File: config.mk
export PLATFORM = sky130hd
export DESIGN_NAME = dcache_ctrl_flat
export DESIGN_NICKNAME = d
export VERILOG_FILES = /design/src/rtl/dcache_ctrl_pkg.sv /design/src/rtl/dcache_ctrl_if.sv /design/src/rtl/dcache_ctrl_word_mux.sv /design/src/rtl/dcache_ctrl.sv /design/src/flat_wrapper.sv
export SDC_FILE = /design/constraint.sdc
export NUM_CORES = 1
export LEC_CHECK = 0
export ABC_AREA = 0
export CAP_MARGIN = 20
export CORE_MARGIN = 10
export CORE_UTILIZATION = 40
export CTS_BUF_LIST = sky130_fd_sc_hd__clkbuf_4 sky130_fd_sc_hd__clkbuf_8 sky130_fd_sc_hd__clkbuf_16
export DETAILED_ROUTE_END_ITERATION = 8
export PLACE_DENSITY_LB_ADDON = 0.25
export SYNTH_ARGS = -nofsm -noshare
export SYNTH_HDL_FRONTEND = slang
export SYNTH_SLANG_ARGS = --single-unit
File: constraint.sdc
create_clock -name clk -period 7.2 [get_ports clk]
set_clock_uncertainty 0.2 [all_clocks]
set_input_delay 0.72 -clock clk [delete_from_list [all_inputs] [get_ports clk]]
set_output_delay 0.72 -clock clk [all_outputs]
set_load 0.01 [all_outputs]
File: src/rtl/dcache_ctrl_pkg.sv
// Shared types and constants for the direct-mapped data cache controller.
package dcache_ctrl_pkg;
   localparam int TAG_W   = 5;
   localparam int IDX_W   = 6;
   localparam int LINE_W  = 64;
   localparam int WORD_W  = 16;
   localparam int LADDR_W = TAG_W + IDX_W;
   localparam int CADDR_W = LADDR_W + 2;

   typedef enum logic [2:0] {
      ST_IDLE    = 3'd0,
      ST_SNOOP   = 3'd1,
      ST_WB      = 3'd2,
      ST_FILL    = 3'd3,
      ST_INSTALL = 3'd4
   } state_t;

   function automatic logic [LINE_W-1:0] word_merge(input logic [LINE_W-1:0] line,
                                                    input logic [1:0]        sel,
                                                    input logic [WORD_W-1:0] word);
      logic [LINE_W-1:0] res;
      res = line;
      case (sel)
         2'd0:    res[15:0]  = word;
         2'd1:    res[31:16] = word;
         2'd2:    res[47:32] = word;
         default: res[63:48] = word;
      endcase
      return res;
   endfunction
endpackage

File: src/rtl/dcache_ctrl_if.sv
// Bundle of CPU, cache-array, snoop and memory signals around the controller.
// master = controller side, slave = CPU/cache/memory environment side.
interface dcache_ctrl_if;
   import dcache_ctrl_pkg::*;

   logic [CADDR_W-1:0] cpu_addr;
   logic               cpu_re;
   logic               cpu_we;
   logic [WORD_W-1:0]  cpu_wdata;
   logic [WORD_W-1:0]  cpu_rdata;
   logic               stall;
   logic [LADDR_W-1:0] c_addr;
   logic [LINE_W-1:0]  c_wr_data;
   logic               c_wdirty;
   logic               c_we;
   logic               c_re;
   logic [LINE_W-1:0]  c_rd_data;
   logic [TAG_W-1:0]   c_tag;
   logic               c_hit;
   logic               c_dirty;
   logic               c_search;
   logic [LADDR_W-1:0] c_snp_addr;
   logic               c_snp_found;
   logic [LINE_W-1:0]  c_snp_data;
   logic               snp_req;
   logic [LADDR_W-1:0] snp_addr;
   logic               snp_ack;
   logic               snp_hit;
   logic [LINE_W-1:0]  snp_data;
   logic               mem_re;
   logic               mem_we;
   logic [LADDR_W-1:0] mem_addr;
   logic [LINE_W-1:0]  mem_wdata;
   logic [LINE_W-1:0]  mem_rdata;
   logic               mem_rdy;

   modport master (
      input  cpu_addr, cpu_re, cpu_we, cpu_wdata,
      input  c_rd_data, c_tag, c_hit, c_dirty, c_snp_found, c_snp_data,
      input  snp_req, snp_addr, mem_rdata, mem_rdy,
      output cpu_rdata, stall, c_addr, c_wr_data, c_wdirty, c_we, c_re,
      output c_search, c_snp_addr, snp_ack, snp_hit, snp_data,
      output mem_re, mem_we, mem_addr, mem_wdata
   );

   modport slave (
      output cpu_addr, cpu_re, cpu_we, cpu_wdata,
      output c_rd_data, c_tag, c_hit, c_dirty, c_snp_found, c_snp_data,
      output snp_req, snp_addr, mem_rdata, mem_rdy,
      input  cpu_rdata, stall, c_addr, c_wr_data, c_wdirty, c_we, c_re,
      input  c_search, c_snp_addr, snp_ack, snp_hit, snp_data,
      input  mem_re, mem_we, mem_addr, mem_wdata
   );
endinterface

File: src/rtl/dcache_ctrl_word_mux.sv
// Combinational 4:1 word extract and single-word merge on a 64b cache line.
module dcache_word_mux
   import dcache_ctrl_pkg::*;
(
   input  logic [LINE_W-1:0] line,
   input  logic [1:0]        sel,
   input  logic [WORD_W-1:0] wdata,
   output logic [WORD_W-1:0] word,
   output logic [LINE_W-1:0] merged
);
   always_comb begin
      word = '0;
      case (sel)
         2'd0:    word = line[15:0];
         2'd1:    word = line[31:16];
         2'd2:    word = line[47:32];
         default: word = line[63:48];
      endcase
   end

   assign merged = word_merge(line, sel, wdata);
endmodule

File: src/rtl/dcache_ctrl.sv
// Sequencer for a direct-mapped 64-line data cache: hits, write-back/fill/install, snoop arbitration.
//   state      | meaning
//   ST_IDLE    | serve CPU hits combinationally, pick snoop or start a miss
//   ST_SNOOP   | snoop lookup on the cache snoop port; ack follows in IDLE
//   ST_WB      | write dirty victim line to memory
//   ST_FILL    | read requested line from memory
//   ST_INSTALL | write filled (and possibly merged) line into the cache
module dcache_ctrl
   import dcache_ctrl_pkg::*;
(
   input  logic          clk,
   input  logic          rst,
   dcache_ctrl_if.master bus
);
   state_t             state_q, state_d;
   logic [LADDR_W-1:0] line_q;
   logic [TAG_W-1:0]   vtag_q;
   logic [LINE_W-1:0]  victim_q;
   logic [LINE_W-1:0]  fill_q;
   logic [LINE_W-1:0]  snp_data_q;
   logic [1:0]         sel_q;
   logic               wr_q;
   logic [WORD_W-1:0]  wdata_q;
   logic               snp_ack_q;
   logic               snp_hit_q;

   logic               cpu_req;
   logic               snp_pend;
   logic               miss_latch;
   logic               in_install;
   logic [LINE_W-1:0]  mux_line;
   logic [1:0]         mux_sel;
   logic [WORD_W-1:0]  mux_wdata;
   logic [WORD_W-1:0]  mux_word;
   logic [LINE_W-1:0]  mux_merged;

   assign cpu_req    = bus.cpu_re | bus.cpu_we;
   // The requester still holds snp_req during the ack cycle; do not re-enter SNOOP on it.
   assign snp_pend   = bus.snp_req & ~snp_ack_q;
   assign in_install = (state_q == ST_INSTALL);

   assign mux_line  = in_install ? fill_q  : bus.c_rd_data;
   assign mux_sel   = in_install ? sel_q   : bus.cpu_addr[1:0];
   assign mux_wdata = in_install ? wdata_q : bus.cpu_wdata;

   dcache_word_mux u_word_mux (
      .line   (mux_line),
      .sel    (mux_sel),
      .wdata  (mux_wdata),
      .word   (mux_word),
      .merged (mux_merged)
   );

   assign bus.cpu_rdata  = mux_word;
   assign bus.c_snp_addr = bus.snp_addr;
   assign bus.snp_ack    = snp_ack_q;
   assign bus.snp_hit    = snp_hit_q;
   assign bus.snp_data   = snp_data_q;

   always_ff @(posedge clk or posedge rst) begin
      if (rst) state_q <= ST_IDLE;
      else     state_q <= state_d;
   end

   always_ff @(posedge clk or posedge rst) begin
      if (rst) begin
         line_q     <= '0;
         vtag_q     <= '0;
         victim_q   <= '0;
         fill_q     <= '0;
         snp_data_q <= '0;
         sel_q      <= '0;
         wr_q       <= 1'b0;
         wdata_q    <= '0;
         snp_ack_q  <= 1'b0;
         snp_hit_q  <= 1'b0;
      end else begin
         snp_ack_q <= (state_q == ST_SNOOP);
         if (state_q == ST_SNOOP) begin
            snp_hit_q  <= bus.c_snp_found;
            snp_data_q <= bus.c_snp_data;
         end
         if (miss_latch) begin
            line_q   <= bus.cpu_addr[CADDR_W-1:2];
            vtag_q   <= bus.c_tag;
            victim_q <= bus.c_rd_data;
            sel_q    <= bus.cpu_addr[1:0];
            wr_q     <= bus.cpu_we;
            wdata_q  <= bus.cpu_wdata;
         end
         if ((state_q == ST_FILL) && bus.mem_rdy) fill_q <= bus.mem_rdata;
      end
   end

   always_comb begin
      state_d       = state_q;
      miss_latch    = 1'b0;
      bus.stall     = 1'b0;
      bus.c_addr    = line_q;
      bus.c_wr_data = '0;
      bus.c_wdirty  = 1'b0;
      bus.c_we      = 1'b0;
      bus.c_re      = 1'b0;
      bus.c_search  = 1'b0;
      bus.mem_re    = 1'b0;
      bus.mem_we    = 1'b0;
      bus.mem_addr  = line_q;
      bus.mem_wdata = victim_q;
      case (state_q)
         ST_IDLE: begin
            bus.c_addr = bus.cpu_addr[CADDR_W-1:2];
            bus.c_re   = cpu_req;
            if (cpu_req && bus.c_hit) begin
               if (bus.cpu_we) begin
                  bus.c_we      = 1'b1;
                  bus.c_wdirty  = 1'b1;
                  bus.c_wr_data = mux_merged;
               end
               if (snp_pend) state_d = ST_SNOOP;
            end else if (cpu_req) begin
               bus.stall = 1'b1;
               // A waiting snoop goes first; the miss is re-evaluated when IDLE returns.
               if (snp_pend) begin
                  state_d = ST_SNOOP;
               end else begin
                  miss_latch = 1'b1;
                  state_d    = bus.c_dirty ? ST_WB : ST_FILL;
               end
            end else if (snp_pend) begin
               state_d = ST_SNOOP;
            end
         end
         ST_SNOOP: begin
            bus.stall    = 1'b1;
            bus.c_search = 1'b1;
            state_d      = ST_IDLE;
         end
         ST_WB: begin
            bus.stall    = 1'b1;
            bus.mem_we   = 1'b1;
            bus.mem_addr = {vtag_q, line_q[IDX_W-1:0]};
            if (bus.mem_rdy) state_d = ST_FILL;
         end
         ST_FILL: begin
            bus.stall  = 1'b1;
            bus.mem_re = 1'b1;
            if (bus.mem_rdy) state_d = ST_INSTALL;
         end
         ST_INSTALL: begin
            bus.stall     = 1'b1;
            bus.c_we      = 1'b1;
            bus.c_wdirty  = wr_q;
            bus.c_wr_data = wr_q ? mux_merged : fill_q;
            state_d       = ST_IDLE;
         end
         default: state_d = ST_IDLE;
      endcase
   end
endmodule

File: src/flat_wrapper.sv
// flat-port wrapper written by rule: the top's interface ports become plain ports
module dcache_ctrl_flat import dcache_ctrl_pkg::*;
  (clk, rst, bus_cpu_addr, bus_cpu_re, bus_cpu_we, bus_cpu_wdata, bus_c_rd_data, bus_c_tag, bus_c_hit, bus_c_dirty, bus_c_snp_found, bus_c_snp_data, bus_snp_req, bus_snp_addr, bus_mem_rdata, bus_mem_rdy, bus_cpu_rdata, bus_stall, bus_c_addr, bus_c_wr_data, bus_c_wdirty, bus_c_we, bus_c_re, bus_c_search, bus_c_snp_addr, bus_snp_ack, bus_snp_hit, bus_snp_data, bus_mem_re, bus_mem_we, bus_mem_addr, bus_mem_wdata);
  dcache_ctrl_if bus_i ();
  input  logic clk;
  input  logic rst;
  input wire logic [$bits(bus_i.cpu_addr)-1:0] bus_cpu_addr;
  input wire logic [$bits(bus_i.cpu_re)-1:0] bus_cpu_re;
  input wire logic [$bits(bus_i.cpu_we)-1:0] bus_cpu_we;
  input wire logic [$bits(bus_i.cpu_wdata)-1:0] bus_cpu_wdata;
  input wire logic [$bits(bus_i.c_rd_data)-1:0] bus_c_rd_data;
  input wire logic [$bits(bus_i.c_tag)-1:0] bus_c_tag;
  input wire logic [$bits(bus_i.c_hit)-1:0] bus_c_hit;
  input wire logic [$bits(bus_i.c_dirty)-1:0] bus_c_dirty;
  input wire logic [$bits(bus_i.c_snp_found)-1:0] bus_c_snp_found;
  input wire logic [$bits(bus_i.c_snp_data)-1:0] bus_c_snp_data;
  input wire logic [$bits(bus_i.snp_req)-1:0] bus_snp_req;
  input wire logic [$bits(bus_i.snp_addr)-1:0] bus_snp_addr;
  input wire logic [$bits(bus_i.mem_rdata)-1:0] bus_mem_rdata;
  input wire logic [$bits(bus_i.mem_rdy)-1:0] bus_mem_rdy;
  output wire logic [$bits(bus_i.cpu_rdata)-1:0] bus_cpu_rdata;
  output wire logic [$bits(bus_i.stall)-1:0] bus_stall;
  output wire logic [$bits(bus_i.c_addr)-1:0] bus_c_addr;
  output wire logic [$bits(bus_i.c_wr_data)-1:0] bus_c_wr_data;
  output wire logic [$bits(bus_i.c_wdirty)-1:0] bus_c_wdirty;
  output wire logic [$bits(bus_i.c_we)-1:0] bus_c_we;
  output wire logic [$bits(bus_i.c_re)-1:0] bus_c_re;
  output wire logic [$bits(bus_i.c_search)-1:0] bus_c_search;
  output wire logic [$bits(bus_i.c_snp_addr)-1:0] bus_c_snp_addr;
  output wire logic [$bits(bus_i.snp_ack)-1:0] bus_snp_ack;
  output wire logic [$bits(bus_i.snp_hit)-1:0] bus_snp_hit;
  output wire logic [$bits(bus_i.snp_data)-1:0] bus_snp_data;
  output wire logic [$bits(bus_i.mem_re)-1:0] bus_mem_re;
  output wire logic [$bits(bus_i.mem_we)-1:0] bus_mem_we;
  output wire logic [$bits(bus_i.mem_addr)-1:0] bus_mem_addr;
  output wire logic [$bits(bus_i.mem_wdata)-1:0] bus_mem_wdata;
  assign bus_i.cpu_addr = bus_cpu_addr;
  assign bus_i.cpu_re = bus_cpu_re;
  assign bus_i.cpu_we = bus_cpu_we;
  assign bus_i.cpu_wdata = bus_cpu_wdata;
  assign bus_i.c_rd_data = bus_c_rd_data;
  assign bus_i.c_tag = bus_c_tag;
  assign bus_i.c_hit = bus_c_hit;
  assign bus_i.c_dirty = bus_c_dirty;
  assign bus_i.c_snp_found = bus_c_snp_found;
  assign bus_i.c_snp_data = bus_c_snp_data;
  assign bus_i.snp_req = bus_snp_req;
  assign bus_i.snp_addr = bus_snp_addr;
  assign bus_i.mem_rdata = bus_mem_rdata;
  assign bus_i.mem_rdy = bus_mem_rdy;
  assign bus_cpu_rdata = bus_i.cpu_rdata;
  assign bus_stall = bus_i.stall;
  assign bus_c_addr = bus_i.c_addr;
  assign bus_c_wr_data = bus_i.c_wr_data;
  assign bus_c_wdirty = bus_i.c_wdirty;
  assign bus_c_we = bus_i.c_we;
  assign bus_c_re = bus_i.c_re;
  assign bus_c_search = bus_i.c_search;
  assign bus_c_snp_addr = bus_i.c_snp_addr;
  assign bus_snp_ack = bus_i.snp_ack;
  assign bus_snp_hit = bus_i.snp_hit;
  assign bus_snp_data = bus_i.snp_data;
  assign bus_mem_re = bus_i.mem_re;
  assign bus_mem_we = bus_i.mem_we;
  assign bus_mem_addr = bus_i.mem_addr;
  assign bus_mem_wdata = bus_i.mem_wdata;
  dcache_ctrl u_core (.clk(clk), .rst(rst), .bus(bus_i));
endmodule
Word level (Yosys, flattened, before mapping)
Index checks and enable logic that the tools add are counted.

Bits in latches: 0. Memory bits (read-only): 0. Word-level logic and storage cells: 66. Input port bits: 246. Output and inout port bits: 250. Memory bits (writable): 0. Bits in registers: 232. Memories: 0.

Add/subtract/negate cells: 0. Divide/modulo/power cells: 0. Multiplexer cells: 37. Reductions and logical operators: 7. Order comparisons: 0. Equal/unequal tests: 8. $mul: 0. Bitwise logic cells: 3. Shifts and indexed selects: 0.

Operators with widths (number): $mux W64 (4); $pmux W64 S2 (1); $mux W16 (5); $pmux W16 S3 (1); $mux W11 (2); $mux W3 (6); $mux W1 (13); $pmux W3 S3 (1); $eq A3 B2 Y1 const B (2); $pmux W1 S2 (3); $ne A2 B2 Y1 const B (2); $reduce_or A4 Y1 (1); $eq A3 B1 Y1 const B (1); $eq A3 B3 Y1 const B (1); $logic_not A3 Y1 (1); $reduce_or A3 Y1 (1); $eq A2 B1 Y1 const B (1); $eq A2 B2 Y1 const B (1); $logic_and A1 B1 Y1 (2); $logic_not A2 Y1 (1); $mux W2 (1); $reduce_and A2 Y1 (1); $and A1 B1 Y1 (1); $not A1 Y1 (1); $or A1 B1 Y1 (1).

Depth between registers and ports, before layout
Word-level depth: 8. Mapped depth: 7. Mapped depth without buffers: 4.

Modules after synthesis
A second synthesis with hierarchy kept.

Cell total of the unflattened synthesis: 814. Area, all modules: 11802.6 µm².

By module, submodules not included: dcache_ctrl (cells each 720, seq. area each 5805.6 µm², area an instance 10590.2 µm², times used 1); dcache_word_mux (cells each 94, seq. area each 0.0 µm², area an instance 1212.4 µm², times used 1).

Worst setup path after synthesis
OpenSTA, ideal clock, no wires.

Path kind: input to output. Start point: input port bus_cpu_addr[0]. End point: output port bus_cpu_rdata[10]. Buffers on the path: 2. Data arrival time: 2005 ps. Setup slack: 4275 ps. Required time: 6280 ps. Stages on the path: 4. Cell sequence: buf_4 buf_2 mux4_2 mux2_2.

Cells in the longest elaborated chain, start to end: 3. Elaborated cells on any way between the ends: 5. Classes of those cells: eq/ne (2); mux (2); reduce/logical (1).

Ends and longest elaborated chain: start: declaration (RTL line flat_wrapper.sv:7) `input wire logic [$bits(bus_i.cpu_addr)-1:0] bus_cpu_addr;`; $mux W2 (*) (RTL line dcache_ctrl.sv:43) `assign mux_sel = in_install ? sel_q : bus.cpu_addr[1:0];`; $eq A2 B2 Y1 (tied with other cells) (RTL line dcache_ctrl_word_mux.sv:13) `case (sel)`; $pmux W16 S3 (*) (RTL line dcache_ctrl_word_mux.sv:13); end: declaration (RTL line flat_wrapper.sv:21) `output wire logic [$bits(bus_i.cpu_rdata)-1:0] bus_cpu_rdata;`.

Every way passes the cells marked *; elsewhere a longest branch is shown, timed or not.

Worst setup path after layout
Start point: input port bus_cpu_addr[1]. End point: output port bus_c_wr_data[58].

Cells in the longest elaborated chain, start to end: 7. Elaborated cells on any way between the ends: 10. Classes of those cells: eq/ne (2); mux (6); reduce/logical (2).

Ends and longest elaborated chain: $mux W2 (*) (RTL line dcache_ctrl.sv:43); $eq A2 B2 Y1 (tied with other cells) (RTL line dcache_ctrl_pkg.sv:23) `case (sel)`; $reduce_or A3 Y1 (no source line) (*); $mux W16 (*) (RTL line dcache_ctrl_pkg.sv:23); $mux W64 (RTL line dcache_ctrl.sv:114) `if (bus.cpu_we) begin`; $mux W64 (RTL line dcache_ctrl.sv:113) `if (cpu_req && bus.c_hit) begin`; $pmux W64 S2 (*) (RTL line dcache_ctrl.sv:109) `case (state_q)`; end: declaration (RTL line flat_wrapper.sv:24) `output wire logic [$bits(bus_i.c_wr_data)-1:0] bus_c_wr_data;`.

Marked as above.

==> out/metrics.sh <==
VDD_DROP_MAX_mV=0.269
MIN_PATH_CELLS=1
R2R-END='u_core.bus.mem_wdata[18]$_DFFE_PP0P_'
DRT-PASS1-ITER-COUNT=5
OUTCOME='completed'
AREA_DELTA_SYNTH_FINAL_PCT=47.3
WORST_SKEW_PAIR.LATE_LATENCY_NS=0.54
REG2REG_FROM='u_core.state_q[2]$_DFFE_PP0P_'
WORST-PATH-BUF-INV=2
HOLD_PATH_STARTPOINT='u_core.bus.mem_wdata[37]$_DFFE_PP0P_'
WORSTSETUPSTARTPOINTTYPE='primary input'
GLOBAL_ROUTE_WIRE_LENGTH_BEFORE_REPAIR_UM=71400
CTS_HTREE_LEVELS=1
MAX_FREQ_MHz=193
MAX-CAP-VIOLATIONS=0
POSTROUTEWIRELENGTH_UM=48400
SYN_NETS=1200
START_UTIL=0.408
RELSLEWSLACK=0.224
RRSETUPSLACK_NS=3.69
NUMBER_OF_BUFFERS_ADDED_TO_FIX_HOLD_VIOLATIONS_AFTER_CTS=0
TIMING.CRITICAL_PATH.TO_TYPE='primary output'
DETAIL-ROUTE-ANTENNA-NETS=0
FLOORPLAN.DIE_AREA_UM2=37800
PORT_BUFFERS=473
TIMING.CRITICAL_PATH.REQUIRED_NS=6.28
POSTSYNTHCELLCOUNT=954
CLK_PATH_BUF_DEPTH=3
FINAL.SETUP.TNS_NS=0
NET-SWITCHING-POWER_uW=2450
SYNTH-SEQ-CELLS=232
SETUP_VIOL=0
AVGROUTEDWIREPERCELL_UM=27.0
FINAL_PERIOD_MINUS_WORST_SETUP_SLACK_NS=5.17
NUMBER_OF_ANTENNA_VIOLATIONS_AT_THE_FIRST_CHECK_IN_GLOBAL_ROUTING=12
GP_ROUTABILITY_CONGESTION=0.932
VIAS=10100
RSZ_0062_RAISED_AFTER_GLOBAL_ROUTING='false'
INTERNAL-POWER_uW=4700
POSTCTSSETUPREPAIRBUFS=0
POST-ROUTE-DRC-COUNT=0
FIRST_DRT_ITERATION_DRCS=710
FIRST_GLOBAL_VIAS=10500
ROUTE.DETAILED.VIAS_PER_INST=5.61
YOSYS.CELL_TYPES.COUNT=34
DIE_HEIGHT_UM=195
DPL.CELL_COUNT=1736
CLOCKROOTBUFFER='sky130_fd_sc_hd__clkbuf_16'
CLKSLEWWORSTSETUPHOLDPATHS_NS=0.06
SWITCHING_SHARE_OF_POWER=0.343
GRT_REMAINING_OVERFLOW=0
PATH_CLASS='in2out'
POSTLAYOUTSETUPSLACKWORST_NS=2.03
AREA_OF_THE_CORE_UM2=29900
WORST_PATH_MAX_DELAY_CELL='sky130_fd_sc_hd__clkdlybuf4s50_1'
WORSTHOLDPATHTYPE='reg2reg'
POWER.SEQUENTIAL.FRACTION=0.345
LAYOUT-DRIVE-GT1-SHARE=0.238
FILLERS=2463
FINAL_CELLS=1791
WORST_PATH_LARGEST_CELL_DELAY_NS=1.19
FINALHOLDVIOLCOUNT=0
WORSTPATHMAXFANOUT=21
SYN-CELL-AREA_UM2=12200
MAX_SLEW.WORST_PIN.SLEW_NS=1.16
FINALMAXSLEWVIOLATIONS=0
GROUTE.USAGE.OVERALL=0.243
CLOCKPOWERSHARE=0.183
CRITICAL_PATH_ARRIVAL_NS=4.25
FIN_CRIT_SH=0.718
WORST-R2R-CELL-COUNT=4
DP.FINAL_HPWL_UM=37200
CTS.SINKS=232
POWER.STATIC_LEAKAGE_uW=0.00721
TOP_LEVEL_PORTS=496
SYNTHESIS.YOSYS.WARNINGS=0
ASYNCSETRESETFLOPFRACSYNTH=1.00
DIE-WIDTH_UM=195
SYNTH_ENABLE_FLOP_CELLS=0
POSTCTSRESIZEDCELLS=0
SYN_AVG_CELL_AREA_UM2=12.8
CRITICAL-PATH-TOP-DELAY-FAMILY='buffers and inverters'
CTS_TREE='built'
PATH_COMMON_CELL='sky130_fd_sc_hd__clkdlybuf4s50_1'
SYNTH.YOSYS.SEQ_AREA_SHARE=0.476
HOLD_SLACK_NS=0.284
NUMBER_OF_NETS_IN_THE_FINISHED_DESIGN=1621
DPL_WORST_SLACK_NS=2.10
GRT_MAX_DEGREE=136
ROWS=63
SYNTH_FF_TYPE='sky130_fd_sc_hd__dfrtp_1'
WORST_HOLD_PATH.ENDPOINT='u_core.bus.mem_wdata[37]$_DFFE_PP0P_'
CTS_INSERTED_BUFFERS=26
POWER.SHARE.COMBINATIONAL=0.471
POWER_DENSITY_nW_PER_UM2=398
CRITICAL_PATH.CELL_CHAIN='clkdlybuf4s50_1, nand2_1, mux2i_1, o221ai_1, and2_1, clkdlybuf4s50_1'
sequential cells by signal, indices dropped and copies added (netlist names):
signal                count
u_core.vtag_q             5
u_core.sel_q              2
u_core.bus.mem_wdata     64
u_core.line_q            11
u_core.wr_q               1
u_core.fill_q            64
u_core.state_q            3
u_core.bus.snp_data      64
u_core.bus.snp_hit        1
u_core.wdata_q           16
u_core.bus.snp_ack        1
cell usage in the layout (no fill, tap or decap), types with 2 or more instances in the layout:
| cell type | instances |
|---|---|
| sky130_fd_sc_hd__mux4_2 | 32 |
| sky130_fd_sc_hd__clkbuf_8 | 7 |
| sky130_fd_sc_hd__inv_1 | 3 |
| sky130_fd_sc_hd__nand2_1 | 51 |
| sky130_fd_sc_hd__dfrtp_1 | 231 |
| sky130_fd_sc_hd__and2_1 | 65 |
| sky130_fd_sc_hd__mux2_1 | 24 |
| sky130_fd_sc_hd__clkbuf_4 | 5 |
| sky130_fd_sc_hd__mux2_2 | 225 |
| sky130_fd_sc_hd__clkinvlp_4 | 5 |
| sky130_fd_sc_hd__nor2_1 | 5 |
| sky130_fd_sc_hd__o221ai_1 | 64 |
| sky130_fd_sc_hd__buf_4 | 15 |
| sky130_fd_sc_hd__nor2_4 | 2 |
| sky130_fd_sc_hd__clkinv_2 | 3 |
| sky130_fd_sc_hd__clkbuf_16 | 26 |
| sky130_fd_sc_hd__nand2b_1 | 2 |
| sky130_fd_sc_hd__mux2i_1 | 64 |
| sky130_fd_sc_hd__nor3_1 | 2 |
| sky130_fd_sc_hd__diode_2 | 7 |
| sky130_fd_sc_hd__clkdlybuf4s50_1 | 473 |
| sky130_fd_sc_hd__nand3_1 | 65 |
| sky130_fd_sc_hd__nand3b_1 | 3 |
metal layers:
| metal | vias up | track usage | part of all wire |
|---|---|---|---|
| li1 | 4379 | - | - |
| met1 | 5045 | 0.310 | 0.41 |
| met2 | 534 | 0.375 | 0.45 |
| met3 | 81 | 0.0905 | 0.11 |
| met4 | 12 | 0.0789 | 0.032 |
| met5 | - | 0 | 0.0016 |
Yosys cell counts, drive strengths merged (2+ instances only):
cell | number | area share
nor3 | 3 | 0.0012
nand3b | 3 | 0.0018
nor2 | 8 | 0.0033
dfrtp | 232 | 0.48
and2 | 65 | 0.033
o21ai | 2 | 0.00082
mux2 | 249 | 0.23
inv | 4 | 0.0012
nand3 | 65 | 0.027
o221ai | 64 | 0.046
nand2b | 2 | 0.0010
mux2i | 64 | 0.053
nand2 | 52 | 0.016
clkbuf | 40 | 0.012
buf | 58 | 0.031
mux4 | 32 | 0.059
how the worst max path moves through the flow:
stage,start,to,slack [ns],cells after the start
floorplan,rst,u_core.bus.mem_wdata[0]$_DFFE_PP0P_,3.24,1
global placement,bus_cpu_addr[1],bus_c_wr_data[36],2.10,6
detailed placement,bus_cpu_addr[1],bus_c_wr_data[58],2.10,6
CTS,bus_cpu_addr[1],bus_c_wr_data[58],2.11,6
global route,bus_cpu_addr[1],bus_c_wr_data[58],1.97,6
finish,bus_cpu_addr[1],bus_c_wr_data[58],2.03,6
final cells by class:
type                       instances  area, µm²  area share
inverter                           4       18.8     0.00105
multi-input combinational        620       5860       0.326
timing repair buffer             491       4910       0.273
sequential                       232       5810       0.323
clock inverter                     9       70.1     0.00390
clock buffer                      38        785      0.0437
tap                              390        488      0.0272
antenna                            7       17.5    0.000976
cell families (layout without fill, tap and decap cells):
family                 count (synthesis)  in the layout  share of synthesized area
flip-flops                           232            232                      0.476
other                                  0              7                          0
multiplexers                         345            345                      0.342
AND/OR/NAND/NOR                      201            201                     0.0852
buffers and inverters                102            542                     0.0443
AO/OA/AOI/OAI                         73             73                     0.0515
XOR/XNOR                               1              1                   0.000719
power groups by stage:
stage | combinational (µW) | clock [µW] | sequential [µW]
finish | 3370 | 1310 | 2470
global route | 3610 | 1390 | 2550
CTS | 3420 | 1350 | 2460
detailed placement | 3400 | 0 | 2470
global placement | 3360 | 0 | 2440
floorplan | 1640 | 0 | 2480
through the flow:
| stage | area (µm²) | total power [µW] | utilization |
|---|---|---|---|
| after floorplan | 12200 | 4130 | - |
| after global placement | 17000 | 5800 | 0.570 |
| after detailed placement | 17100 | 5870 | 0.571 |
| after CTS | 17900 | 7220 | 0.600 |
| after global routing | 17900 | 7550 | 0.601 |
| final | 18000 | 7150 | 0.601 |
Note: power is estimated with default switching activity, not from simulation.
